`src/rtl/fetch_unit.sv`:
```
// Instruction fetch front end: credit-limited sequential requests, in-order responses into a small queue.
// Optional FETCH_PERF_CNT_EN adds saturating stall/drop performance counters.
module fetch_unit #(
   parameter int                  PC_SIZE    = 32,
   parameter int                  INSTR_SIZE = 32,
   parameter logic [PC_SIZE-1:0]  RESET_PC   = '0,
   parameter int                  DEPTH      = 4
) (
   input  logic                  clk,
   input  logic                  rst_n,
   input  logic                  redirect_i,
   input  logic [PC_SIZE-1:0]    redirect_pc_i,
   output logic                  imem_req_valid_o,
   input  logic                  imem_req_ready_i,
   output logic [PC_SIZE-1:0]    imem_req_addr_o,
   input  logic                  imem_rsp_valid_i,
   input  logic [INSTR_SIZE-1:0] imem_rsp_data_i,
   output logic                  out_valid_o,
   input  logic                  out_ready_i,
   output logic [INSTR_SIZE-1:0] out_instr_o,
   output logic [PC_SIZE-1:0]    out_pc_plus4_o
`ifdef FETCH_PERF_CNT_EN
  ,output logic [31:0]           perf_stall_cnt_o,
   output logic [31:0]           perf_drop_cnt_o
`endif
);

   localparam int AW = $clog2(DEPTH);
   localparam int CW = AW + 1;
   localparam logic [CW:0] DEPTH_W = (CW+1)'(DEPTH);

   logic [PC_SIZE-1:0]    fetch_pc_q, fetch_pc_d;
   logic [PC_SIZE-1:0]    rsp_pc_q, rsp_pc_d;
   logic [CW-1:0]         occ_q, occ_d;
   logic [CW-1:0]         outst_q, outst_d;
   logic [CW-1:0]         stale_q, stale_d;
   logic [AW-1:0]         rd_ptr_q, rd_ptr_d;
   logic [AW-1:0]         wr_ptr_q, wr_ptr_d;
   logic [INSTR_SIZE-1:0] instr_q [DEPTH];
   logic [PC_SIZE-1:0]    pcp4_q  [DEPTH];

   logic                  credit_ok, req_hs, rsp_acc, rsp_drop, push, pop;
   logic [PC_SIZE-1:0]    tgt_pc;
   logic                  unused_pc_lsbs;

   assign unused_pc_lsbs = &{1'b0, redirect_pc_i[1:0]};
   assign tgt_pc         = {redirect_pc_i[PC_SIZE-1:2], 2'b00};

   // Credits count both queued words and words still in flight, so a push can never overflow.
   assign credit_ok        = ({1'b0, occ_q} + {1'b0, outst_q}) < DEPTH_W;
   assign imem_req_valid_o = rst_n && !redirect_i && credit_ok;
   assign imem_req_addr_o  = fetch_pc_q;
   assign req_hs           = imem_req_valid_o && imem_req_ready_i;

   // A response with nothing outstanding is a protocol violation and is ignored.
   assign rsp_acc  = imem_rsp_valid_i && (outst_q != '0);
   assign rsp_drop = rsp_acc && (redirect_i || (stale_q != '0));
   assign push     = rsp_acc && !rsp_drop;

   assign out_valid_o    = (occ_q != '0);
   assign out_instr_o    = out_valid_o ? instr_q[rd_ptr_q] : '0;
   assign out_pc_plus4_o = out_valid_o ? pcp4_q[rd_ptr_q]  : '0;
   assign pop            = out_valid_o && out_ready_i && !redirect_i;

   always_comb begin
      fetch_pc_d = fetch_pc_q;
      rsp_pc_d   = rsp_pc_q;
      stale_d    = stale_q;
      rd_ptr_d   = rd_ptr_q;
      wr_ptr_d   = wr_ptr_q;
      outst_d    = outst_q + CW'(req_hs) - CW'(rsp_acc);
      occ_d      = occ_q + CW'(push) - CW'(pop);
      if (req_hs) fetch_pc_d = fetch_pc_q + PC_SIZE'(4);
      if (rsp_acc && (stale_q != '0)) stale_d = stale_q - CW'(1);
      if (push) begin
         rsp_pc_d = rsp_pc_q + PC_SIZE'(4);
         wr_ptr_d = wr_ptr_q + AW'(1);
      end
      if (pop) rd_ptr_d = rd_ptr_q + AW'(1);
      // Everything still in flight after this cycle belongs to the old path.
      if (redirect_i) begin
         fetch_pc_d = tgt_pc;
         rsp_pc_d   = tgt_pc;
         occ_d      = '0;
         rd_ptr_d   = '0;
         wr_ptr_d   = '0;
         stale_d    = outst_q - CW'(rsp_acc);
      end
   end

   always_ff @(posedge clk or negedge rst_n) begin
      if (!rst_n) begin
         fetch_pc_q <= RESET_PC;
         rsp_pc_q   <= RESET_PC;
         occ_q      <= '0;
         outst_q    <= '0;
         stale_q    <= '0;
         rd_ptr_q   <= '0;
         wr_ptr_q   <= '0;
      end else begin
         fetch_pc_q <= fetch_pc_d;
         rsp_pc_q   <= rsp_pc_d;
         occ_q      <= occ_d;
         outst_q    <= outst_d;
         stale_q    <= stale_d;
         rd_ptr_q   <= rd_ptr_d;
         wr_ptr_q   <= wr_ptr_d;
      end
   end

   always_ff @(posedge clk) begin
      if (push) begin
         instr_q[wr_ptr_q] <= imem_rsp_data_i;
         pcp4_q[wr_ptr_q]  <= rsp_pc_q + PC_SIZE'(4);
      end
   end

`ifdef FETCH_PERF_CNT_EN
   logic [31:0] stall_cnt_q, drop_cnt_q;

   always_ff @(posedge clk or negedge rst_n) begin
      if (!rst_n) begin
         stall_cnt_q <= '0;
         drop_cnt_q  <= '0;
      end else begin
         if (out_valid_o && !out_ready_i && (stall_cnt_q != '1)) stall_cnt_q <= stall_cnt_q + 32'd1;
         if (rsp_drop && (drop_cnt_q != '1)) drop_cnt_q <= drop_cnt_q + 32'd1;
      end
   end

   assign perf_stall_cnt_o = stall_cnt_q;
   assign perf_drop_cnt_o  = drop_cnt_q;
`endif

endmodule

```
`config.mk`:
```
export PLATFORM = sky130hd
export DESIGN_NAME = fetch_unit
export DESIGN_NICKNAME = d
export VERILOG_FILES = /design/src/rtl/fetch_unit.sv
export SDC_FILE = /design/constraint.sdc
export NUM_CORES = 1
export LEC_CHECK = 0
export CAP_MARGIN = 10
export CORE_MARGIN = 2
export CORE_UTILIZATION = 56
export CTS_BUF_LIST = sky130_fd_sc_hd__clkbuf_8 sky130_fd_sc_hd__clkbuf_16
export DETAILED_ROUTE_END_ITERATION = 10
export PLACE_DENSITY = 0.8
export SYNTH_ARGS = -nofsm -noshare
export SYNTH_HDL_FRONTEND = slang
export SYNTH_SLANG_ARGS = --single-unit
```
`constraint.sdc`:
```
create_clock -name clk -period 3.7 [get_ports clk]
set_input_delay 0.555 -clock clk [delete_from_list [all_inputs] [get_ports clk]]
set_output_delay 0.555 -clock clk [all_outputs]
set_load 0.01 [all_outputs]
```
# Word-level counts from Yosys, hierarchy flattened
# Memory sizes are Yosys's and may differ from the RTL's.
# Cells that the tools add are included.
[word_totals]
ff_bits = 77
ram_bits = 256
input_bits = 70
out_inout_bits = 98
mem_count = 2
[op_classes]
n_addsub = 11
order_cmp = 1
mux = 15
reduce_logical = 19
[mem_list]
columns = ["name", "words", "width", "read_ports", "rd_ports_with_merged_regs", "write_ports", "line", "text"]
rows = [
  ["instr_q", 4, 32, 1, 0, 1, "39", "logic [INSTR_SIZE-1:0] instr_q [DEPTH];"],
  ["pcp4_q", 4, 32, 1, 0, 1, "40", "logic [PC_SIZE-1:0] pcp4_q [DEPTH];"],
]
[op_table]
columns = ["operator", "n"]
rows = [
  ["two-way mux 32 bit", 6],
  ["adder 32 x 3 -> 32 bit, second input constant", 2],
  ["logical AND 1 bit", 9],
  ["two-way mux 3 bit", 3],
  ["nonzero test 3 bit", 3],
  ["subtractor 3 x 1 -> 3 bit", 3],
  ["two-way mux 2 bit", 4],
  ["nonzero test 2 bit", 4],
  ["adder 3 x 1 -> 3 bit", 2],
  ["adder 2 x 1 -> 2 bit, second input constant", 2],
  ["adder 3 x 3 -> 4 bit", 1],
  ["less-than comparator 4 x 3 -> 1 bit, second input constant", 1],
  ["subtractor 3 x 1 -> 3 bit, second input constant", 1],
  ["zero test 1 bit", 2],
  ["two-way mux 1 bit", 2],
  ["logical OR 1 bit", 1],
]

# Logic depth before layout (Yosys ltp)
[depth]
ltp_word = 8
depth_mapped = 13
depth_no_buf = 13

# Least setup slack after synthesis
# No wires, ideal clock.
[synth_path]
path_type = "register to register"
startpoint = "register stale_q[0]"
endpoint = "memory instr_q[0][0], enable pin"
setup_time_ns = 0.427
arrival_time_ns = 2.782
required_time_ns = 3.273
setup_slack_ns = 0.491
stages_incl_launch_ff = 8
n_path_buf = 2
period_less_slack_ns = 3.209
cell_sequence = "dfrtp_1 -> inv_1 -> ha_1 -> nor2b_1 -> and2_1 -> clkbuf_1 -> buf_2 -> and3_1"
[synth_between]
elab_chain_len = 7
[synth_rtl]
columns = ["item", "line", "text"]
rows = [
  ["start, declared", "36", "logic [CW-1:0] stale_q, stale_d;"],
  ["start signal, assigned", "105", "stale_q <= stale_d;"],
  ["nonzero test 3 bit", "57", "assign rsp_drop = rsp_acc && (redirect_i || (stale_q != '0));"],
  ["logical OR 1 bit", "57", ""],
  ["logical AND 1 bit", "57", ""],
  ["zero test 1 bit", "58", "assign push = rsp_acc && !rsp_drop;"],
  ["logical AND 1 bit", "58", ""],
  ["two-way mux 1 bit", "112", "if (push) begin"],
  ["two-way mux 1 bit (not written as such)", "113", "instr_q[wr_ptr_q] <= imem_rsp_data_i;"],
  ["end, declared", "39", ""],
]
# No other way between the ends.

# Final worst setup path
[layout_path]
startpoint = "register occ_q[1]"
endpoint = "output out_pc_plus4_o[17]"
[layout_between]
elab_chain_len = 2
[layout_rtl]
columns = ["item", "line", "text"]
rows = [
  ["start, declared", "34", "logic [CW-1:0] occ_q, occ_d;"],
  ["start signal, assigned", "95", "occ_q <= '0;"],
  ["start signal, assigned", "103", "occ_q <= occ_d;"],
  ["nonzero test 3 bit", "60", "assign out_valid_o = (occ_q != '0);"],
  ["two-way mux 32 bit", "62", "assign out_pc_plus4_o = out_valid_o ? pcp4_q[rd_ptr_q] : '0;"],
  ["end, declared", "21", "output logic [PC_SIZE-1:0] out_pc_plus4_o"],
]
# No other way between the ends.

==> impl_metrics.tcl <==
set metrics [dict create \
    clock_tree.buffer_depth 3 \
    yosys_warnings 0 \
    post-cts-setup-buffer-count 0 \
    start_util 0.5662 \
    cap_viol_max_count 0 \
    portBuffers 161 \
    fill_cells 1640 \
    worst_clock_skew_ns 0.01672 \
    yosys.area.top_type "sky130_fd_sc_hd__edfxtp_1" \
    achievable-frequency_mhz 299.3 \
    synth_cell_type_count 53 \
    maximum_number_of_pins_on_one_net_before_global_route_repair 63 \
    htree_num_levels 2 \
    hold_buf_cts 0 \
    startpoint_type "register" \
    worst_r2r_endpoint "occ_q[2]" \
    grtUsageTotal 0.2200 \
    final_core_utilization 0.6907 \
    status "finished, final reports clean" \
    netlist.area_leader.share 0.5269 \
    net_switching_fraction_of_the_power 0.2718 \
    post_synth_instance_area_um2 14130 \
    synth.top_cells.by_area "sky130_fd_sc_hd__edfxtp_1 (53%), sky130_fd_sc_hd__dfrtp_1 (13%), sky130_fd_sc_hd__mux4_2 (9.9%)" \
    fp.coreArea_um2 24960 \
    synthFlopType "sky130_fd_sc_hd__edfxtp_1" \
    slew_viol_final 0 \
    num_vias 8374 \
    worst-r2r-setup-slack_ns 0.89 \
    worst-path-max-fanout 34 \
    critPathCapture "out_pc_plus4_o[17]" \
    row_count 58 \
    r2r-start "occ_q[1]" \
    boundaryPins 168 \
    avgViaCountPerCell 5.799 \
    cts_num_sinks 321 \
    total_leakage_power_nw 5.945 \
    worstSkewPairLatency_ns 0.50 \
    drc_viols 0 \
    cts_made_buffers 34 \
    antenna_cells_inserted 0 \
    floorplan.die_area_um2 26530 \
    tightest_slew_ns 0.9296 \
    design.final.nets 1179 \
    grt.met2_usage 0.3602 \
    max-slew-margin-rel 0.3780 \
    timing.critical_path.arrival_ns 2.79 \
    crit_type "register to primary output" \
    sequential_group_share_of_total_power 0.411 \
    reg2reg_depth 10 \
    synth_seq_area_share 0.6561 \
    dieWidth_um 162.9 \
    power.density_cell_area_nw_per_um2 619.9 \
    ys_async_sr_fraction 0.2274 \
    buffer_cell_driving_the_clock_tree_root "sky130_fd_sc_hd__clkbuf_16" \
    place.gp.congestion 0.8706 \
    share_of_post_route_cells_with_drive_strength_above_1 0.1409 \
    hold_path_class "primary input to asynchronous set/reset pin" \
    layout_commonest_cell "sky130_fd_sc_hd__edfxtp_1" \
    clock_pin_slew_on_the_worst_setup_and_hold_paths_ns 0.06 \
    dr_pass1_iterations 6 \
    first_global_vias 8423 \
    number_of_synthesized_flops_with_an_enable_pin 248 \
    worst_ir_drop_vdd_mv 0.3316 \
    cts_tree "done" \
    layout_min_cycle_time_ns 3.342 \
    p_int_w 0.007784 \
    grt.busiest_layer "met2" \
    synth.avg_cell_area_um2 15.30 \
    finalSetupTns_ns 0 \
    floorplan.die.height_um 162.9 \
    power_frac_comb 0.284 \
    grt_setup_unrepaired "false" \
    grt.overflow.total 0 \
    synthesis.instances 924 \
    first_iter_violations 772 \
    grt_use_met3 0.04151 \
    globalRouteMet1Util 0.3075 \
    postRouteAntennaNets 0 \
    power_frac_clock 0.305 \
    critPathCaptureType "primary output" \
    grt_pass1_wl_mm 45.15 \
    setup_viol_count_final 0 \
    areaGrowthSynthToFinish_pct 21.99 \
    ys_seq_elements 321 \
    hpwlAfterDp_mm 18.43 \
    power.total_w 0.01069 \
    layout_common_cells "sky130_fd_sc_hd__edfxtp_1 (248), sky130_fd_sc_hd__clkdlybuf4s50_1 (159), sky130_fd_sc_hd__dfrtp_1 (71)" \
    crit_path_start "occ_q[1]" \
    wl_mm 28.67 \
    finalCritPeriodShare 0.9031 \
    antenna_violations_before_repair 0 \
    number_of_hold_violations_in_the_final_report 0 \
    p_switching_w 0.002905 \
    wire_per_inst_um 19.86 \
    cts_resized 0 \
    required_ns 3.14 \
]
[worst max-delay path: stages, from the launching register on]
cell and delay (ns):
sky130_fd_sc_hd__dfrtp_1 0.44, sky130_fd_sc_hd__or3_2 0.79, sky130_fd_sc_hd__buf_4 0.35, sky130_fd_sc_hd__and2_1 0.17, sky130_fd_sc_hd__clkdlybuf4s50_1 0.51
[power by group through the flow]
stage,logic (W),registers [W],clock network (W)
floorplan,0.00173,0.00437,0
global placement,0.00301,0.00445,0
detailed placement,0.00306,0.00446,0
CTS,0.00308,0.00439,0.00333
global route,0.00330,0.00443,0.00345
finish,0.00303,0.00439,0.00327
[worst min-delay path by stage]
stage	startpoint	to	slack, ns	cells past startpoint
finish	rst_n	imem_req_addr_o[26]	0.11	2
global route	rst_n	imem_req_addr_o[26]	0.10	2
CTS	rst_n	imem_req_addr_o[26]	0.09	2
detailed placement	stale_q[1]	stale_q[1]	0.53	2
global placement	stale_q[1]	stale_q[1]	0.53	2
floorplan	rst_n	imem_req_addr_o[10]	0.26	0
[cell families (layout without fill, tap and decap cells)]
| group | count (synthesis) | in the layout | synth area share |
|---|---|---|---|
| compound gates | 75 | 75 | 0.03311 |
| xor+xnor | 71 | 71 | 0.04399 |
| fa+ha+maj | 18 | 18 | 0.01700 |
| buf+inv | 75 | 262 | 0.02602 |
| flops | 321 | 321 | 0.6561 |
| mux | 70 | 70 | 0.1051 |
| other cells | 1 | 4 | 0.0002653 |
| simple gates | 293 | 293 | 0.1184 |
[layout make-up]
type | count | area, um^2 | area share
multi-input cells | 531 | 4511 | 0.2616
repair buffers | 181 | 1864 | 0.1081
well taps | 330 | 412.9 | 0.02395
clock inverters | 22 | 167.7 | 0.009724
clock buffers | 37 | 925.9 | 0.05370
inverters | 22 | 82.58 | 0.004789
flip-flops and latches | 321 | 9279 | 0.5381
[flip-flops by register name, indices dropped and copies added, names as in the netlist]
signal,cells
occ_q,3
stale_q,3
pcp4_q,120
wr_ptr_q,2
rsp_pc_q,30
imem_req_addr_o,30
outst_q,3
instr_q,128
rd_ptr_q,2
[layer usage]
| metal | share of wire | wire, um | vias to the layer above |
|---|---|---|---|
| li1 | - | - | 3830 |
| met1 | 0.42 | 12160 | 4149 |
| met5 | 0 | 0 | - |
| met2 | 0.48 | 13860 | 348 |
| met3 | 0.071 | 2034 | 47 |
| met4 | 0.021 | 610 | 0 |
[cells in the mapped netlist (all sizes together), types with 2 or more instances]
master  instances
xor2           36
nor2b           3
mux2            7
o21ai          36
a21oi           5
nand2          66
fa              2
a31oi           4
dfrtp          73
xnor2          35
or2             2
o311ai          5
or3             5
nor4            6
and2           69
nor2           33
a21boi          3
mux4           62
ha             16
clkbuf         23
nand4          34
o211ai         18
nor3            5
and3           11
and4            7
edfxtp        248
nand3          46
nand2b          2
inv            22
buf            30
[stage by stage]
step	setup slack [ns]	instance area, um^2	hold WS [ns]	cells
finish	0.3584	17240	0.1111	1444
global route	0.2453	17240	0.1049	1444
CTS	0.3352	17240	0.09440	1444
detailed placement	0.8650	16150	0.5296	1385
global placement	0.8824	16150	0.5289	1385
floorplan	0.4911	14150	0.2594	927
Note: power is estimated with default switching activity, not from simulation.
==> RTL edit 1: new RTL, same settings <==
The parameter `PC_SIZE` goes from 32 to 64.
--- a/src/rtl/fetch_unit.sv
+++ b/src/rtl/fetch_unit.sv
@@ -1,7 +1,7 @@
 // Instruction fetch front end: credit-limited sequential requests, in-order responses into a small queue.
 // Optional FETCH_PERF_CNT_EN adds saturating stall/drop performance counters.
 module fetch_unit #(
-   parameter int                  PC_SIZE    = 32,
+   parameter int                  PC_SIZE    = 64,
    parameter int                  INSTR_SIZE = 32,
    parameter logic [PC_SIZE-1:0]  RESET_PC   = '0,
    parameter int                  DEPTH      = 4
Ports: changed (resized imem_req_addr_o, out_pc_plus4_o and redirect_pc_i); port bits go from 168 to 264. The function was not compared with the original's and may differ.
==> RTL edit 1 against the unedited design <==
- first-iteration DRC count grew 89%
- clock skew grew 0.0053 ns
- non-clock buffer count grew 110
- area after synthesis grew 69%
- worst setup slack lost 0.0030 ns
- total power grew 61%
- combinational power grew 62%
- sequential cell count grew 192
- design area grew 67%
- via count grew 94%
- routed wire length grew 110%
- critical path type unchanged
- largest power group unchanged
- highest routed layer unchanged
==> RTL edit 1: results (changes against the unedited design) <==
part of the Yosys area used for sequential elements 0.616 (was 0.656); GPL Wtd Cong 0.952 (was 0.871); vias in the first global route 15800 (was 8423); Inserted Clock Buffers 52 (was 34); reg2reg setup slack 0.63 ns (was 0.89 ns); min-delay worst type input pin to async pin (unchanged); diode count 0 (unchanged); routed via count 16200 (was 8374); reg2reg end pcp4_q[1][63] (was occ_q[2]); Worst-path clk slew 0.06 ns (about the same); Worst Reg-to-Reg Cells 5 (was 10); DP Area 0.0271 mm^2 (was 0.0161 mm^2); CTS root buf clkbuf_16 (unchanged); Fin Clk Skew 0.0220 ns (was 0.0167 ns); FF-to-FF Start rsp_pc_q[14] (was occ_q[1]); Pleak 0.00975 uW (was 0.00594 uW); Worst Tran Pin Value 1.03 ns (was 0.930 ns); top post-synthesis cells by count 376 x edfxtp_1, 137 x dfrtp_1, 117 x nand2_1 (was 248 x edfxtp_1, 73 x dfrtp_1, 68 x and2_1); Worst path max stage delay 0.58 ns (was 0.79 ns); Routed WL 60.8 mm (was 28.7 mm); input/output buffers 257 (was 161); status completed (unchanged); layout cells sized above 1 0.137 (was 0.141); DR iter-0 viols 1456 (was 772); fraction of registers with async set/reset 0.267 (was 0.227); latest clock arrival within the worst-skew pair 0.60 ns (was 0.50 ns); synth unique cells 63 (was 53); Synth Instances 1736 (was 924); Crit-path slowest cell mux4_2 (was or3_2); biggest registers after layout pcp4_q: 248 flops, instr_q: 128 flops (was instr_q: 128 flops, pcp4_q: 120 flops); post-cts resize count 0 (unchanged); HPWL after DPL 40.6 mm (was 18.4 mm); Post-CTS Setup Bufs 0 (unchanged); Peak VDD IR 409 uV (was 332 uV); post-route insts no fill 2563 (was 1444); Pre-antenna DRT Iters 7 (was 6); antenna violations before repair 1 (was 0); Yosys warnings 0 (unchanged); Post-synth EDFFs 376 (was 248); crit path max fanout 63 (was 34); placed instance count 2466 (was 1385); top post-synthesis cells by area edfxtp_1 47%, dfrtp_1 14%, mux4_2 8.9%, and2_1 2.9%, xor2_1 2.1% (was edfxtp_1 53%, dfrtp_1 13%, mux4_2 9.9%, and2_1 3.0%, xor2_1 2.2%); nets 2101 (was 1179); first-pass GRT wire length 93.7 mm (was 45.1 mm); CTS Buffer Depth 3 (unchanged); GRT Total Usage 0.277 (was 0.220); largest net degree at the start of global routing 73 (was 63); H-tree depth 2 (unchanged); Crit path arrival time 2.79 ns (about the same)
==> RTL edit 1: worst max path at each step <==
stage / slack [ns] / to / from
2_1_floorplan: 0.47 / instr_q[0][0] / imem_rsp_valid_i
3_3_place_gp: 0.79 / imem_req_addr_o[62] / imem_req_ready_i
3_5_place_dp: 0.77 / occ_q[2] / imem_rsp_valid_i
4_1_cts: 0.29 / out_pc_plus4_o[36] / rd_ptr_q[0]
5_1_grt: 0.23 / out_pc_plus4_o[59] / rd_ptr_q[0]
6_report: 0.36 / out_pc_plus4_o[36] / rd_ptr_q[0]
==> RTL edit 1: logic make-up (layout without fill, tap and decap cells) <==
kind of cell,after synthesis,in the layout,share of synthesized area
muxes,128,128,0.104
DFF,513,513,0.616
AOI/OAI and AO/OA,177,177,0.0496
other,1,4,0.000157
and+or+nand+nor,654,654,0.157
xor gates and xnor gates,110,110,0.0403
adders and majority gates,18,18,0.0100
buffers and inverters,135,420,0.0237
==> RTL edit 1: report_power, final <==
group	switching, uW	internal (uW)
combinational	2340	2560
clock	2200	3060
sequential	424	6600
==> RTL edit 1: cell type report <==
type                    count  area [um^2]
clock buffers              56         1360
flip-flops and latches    513        14700
repair buffers            291         2940
multi-input cells        1091         8660
inverters                  32          121
clock inverters            41          369
fillers                  2894        13200
well taps                 539          674
==> RTL edit 1: critical path, delay by kind of cell (launching register included) <==
| kind | cells | cell delay, ns |
|---|---|---|
| AND/OR/NAND/NOR | 1 | 0.21 |
| flip-flops | 1 | 0.44 |
| buffers and inverters | 2 | 0.91 |
| multiplexers | 1 | 0.58 |
==> RTL edit 1: through the flow <==
stage	setup WS, ns	power, uW	hold WS (ns)	util
after detailed placement	0.772	12100	0.535	0.645
after global placement	0.795	11900	0.526	0.645
after CTS	0.291	17300	0.216	0.686
final	0.355	17200	0.192	0.686
after global routing	0.226	17900	0.256	0.686
after floorplan	0.474	9710	0.259	-
==> RTL edit 1: routing by layer <==
layer	track usage	up-vias	part of all wire
li1	-	7174	-
met1	0.409	8198	0.43
met2	0.429	734	0.47
met3	0.0434	99	0.078
met4	0.0896	0	0.027
met5	0	-	0
==> RTL edit 2: new RTL, same flow settings <==
Without the edit above. The option `FETCH_PERF_CNT_EN` is turned on by a define.
--- a/src/rtl/fetch_unit.sv
+++ b/src/rtl/fetch_unit.sv
@@ -1,5 +1,7 @@
 // Instruction fetch front end: credit-limited sequential requests, in-order responses into a small queue.
 // Optional FETCH_PERF_CNT_EN adds saturating stall/drop performance counters.
+`define FETCH_PERF_CNT_EN
+
 module fetch_unit #(
    parameter int                  PC_SIZE    = 32,
    parameter int                  INSTR_SIZE = 32,
Check against the original RTL (old outputs only; new: perf_drop_cnt_o and perf_stall_cnt_o): equivalent (equiv_simple and equiv_induct, registers matched by name and starting in step).
==> RTL edit 2 against the unedited design <==
- die area grew 22%
- area after synthesis rose by 23%
- routed wire length is 28% higher
- utilization up 0.72 points
- largest cell class unchanged
- critical path depth is 2 higher
- sequential cell count rose by 64
- total power rose by 16%
- design area up 23%
- worst setup slack improved by 0.040 ns
- fmax grew 1.2%
- count of clock-buffer cells in the layout rose by 9
==> RTL edit 2: results (changes against the unedited design) <==
layout cells sized above 1 0.132 (was 0.141); Crit path arrival time 2.75 ns (was 2.79 ns); Post-synth EDFFs 248 (unchanged); post-synthesis adder-cell area fraction 0.0153 (was 0.0170); Compound-Gate Fraction of Synth Area 0.0318 (was 0.0331); Yosys warnings 0 (unchanged); GRT Total Usage 0.228 (was 0.220); fraction of registers with async set/reset 0.356 (was 0.227); DR iter-0 viols 978 (was 772); latest clock arrival within the worst-skew pair 0.53 ns (was 0.50 ns); HPWL after DPL 23.6 mm (was 18.4 mm); vias in the first global route 11100 (was 8423); nets 1535 (was 1179); top post-synthesis cells by area edfxtp_1 43%, dfrtp_1 20%, mux4_2 8.1%, xnor2_1 4.2%, xor2_1 2.4% (was edfxtp_1 53%, dfrtp_1 13%, mux4_2 9.9%, and2_1 3.0%, xor2_1 2.2%); Pleak 0.00761 uW (was 0.00594 uW); antenna violations before repair 3 (was 0); GPL Wtd Cong 0.879 (was 0.871); part of the Yosys area used for sequential elements 0.628 (was 0.656); crit path max fanout 49 (was 34); status completed (unchanged); Fin Clk Skew 0.0183 ns (was 0.0167 ns); Layout fillers 2035 (was 1640); Avg Cell Area, Syn 14.2 um^2 (was 15.3 um^2); Peak VDD IR 338 uV (was 332 uV); placed instance count 1800 (was 1385); post-synthesis xor/xnor area fraction 0.0668 (was 0.0440); Crit-path slowest cell clkdlybuf4s50_1 (was or3_2); Internal 9050 uW (was 7780 uW); mux cell area share after synthesis 0.0903 (was 0.105); largest net degree at the start of global routing 81 (was 63); Worst-path clk slew 0.06 ns (about the same); Top Family by Delay on Critical Path buffers and inverters (was simple AND/OR/NAND/NOR gates); input/output buffers 225 (was 161); DR WL/cell 19.6 um (was 19.9 um); DR vias/cell 5.82 (was 5.80); synth unique cells 65 (was 53); Inserted Clock Buffers 39 (was 34); top post-synthesis cells by count 248 x edfxtp_1, 137 x dfrtp_1, 84 x nand2_1, 84 x xnor2_1, 67 x and2_1 (was 248 x edfxtp_1, 73 x dfrtp_1, 68 x and2_1); first-pass GRT wire length 59.3 mm (was 45.1 mm); Worst path max stage delay 0.53 ns (was 0.79 ns); Routed WL 36.7 mm (was 28.7 mm); Slew HR 0.319 (was 0.378); Pre-antenna DRT Iters 5 (was 6)
RTL edit 2: changes by cell type after synthesis, moves of 16 or more:
cell     change
nand4_1     +19
dfrtp_1     +64
xnor2_1     +49
nand2_1     +18
nor3_1      +22
nor2_1      +16
RTL edit 2: worst paths after layout:
| path | endpoint | slack, ns | startpoint | cells past startpoint |
|---|---|---|---|---|
| min in group clk | rd_ptr_q[0] | 0.39 | redirect_i | 2 |
| hold / removal | perf_stall_cnt_o[3] | 0.20 | rst_n | 2 |
| max in group asynchronous | rsp_pc_q[3] | 1.99 | rst_n | 3 |
| hold reg to reg | perf_drop_cnt_o[25] | 0.49 | perf_drop_cnt_o[25] | 1 |
| setup / recovery | out_pc_plus4_o[19] | 0.40 | occ_q[1] | 6 |
| setup reg to reg | outst_q[2] | 0.93 | outst_q[2] | 10 |
RTL edit 2: logic make-up (layout without fill, tap and decap cells):
kind of cell	Yosys count	in the layout
and+or+nand+nor	422	422
DFF	385	385
xor gates and xnor gates	132	132
buffers and inverters	95	350
AOI/OAI and AO/OA	85	85
muxes	77	77
adders and majority gates	20	20
other	1	4
RTL edit 2: routing by layer:
layer	vias to the layer above	global-route usage	part of all wire
met5	-	0	0.00025
li1	5007	-	-
met4	2	0.0634	0.019
met3	56	0.0359	0.064
met1	5419	0.321	0.43
met2	402	0.373	0.48
RTL edit 2: layout make-up:
type / count / area (um^2) / area share
clock buffers: 46 / 1080 / 0.0509
clock inverters: 25 / 260 / 0.0122
inverters: 30 / 113 / 0.00529
multi-input cells: 740 / 5960 / 0.280
flip-flops and latches: 385 / 10900 / 0.511
well taps: 396 / 495 / 0.0233
repair buffers: 249 / 2500 / 0.118
RTL edit 2: power by group through the flow:
stage                     combinational [uW]  clock [uW]  sequential [uW]
after floorplan                         1810           0             5180
after global placement                  3220           0             5200
after detailed placement                3310           0             5210
after CTS                               3320        4120             5130
after global routing                    3540        4290             5170
final                                   3250        4060             5130
RTL edit 2: through the flow:
stage	worst slack (ns)	utilization	hold WS (ns)
floorplan	0.461	-	0.259
global placement	0.857	0.654	0.479
detailed placement	0.791	0.654	0.486
CTS	0.355	0.698	0.215
global route	0.237	0.698	0.274
finish	0.398	0.698	0.198
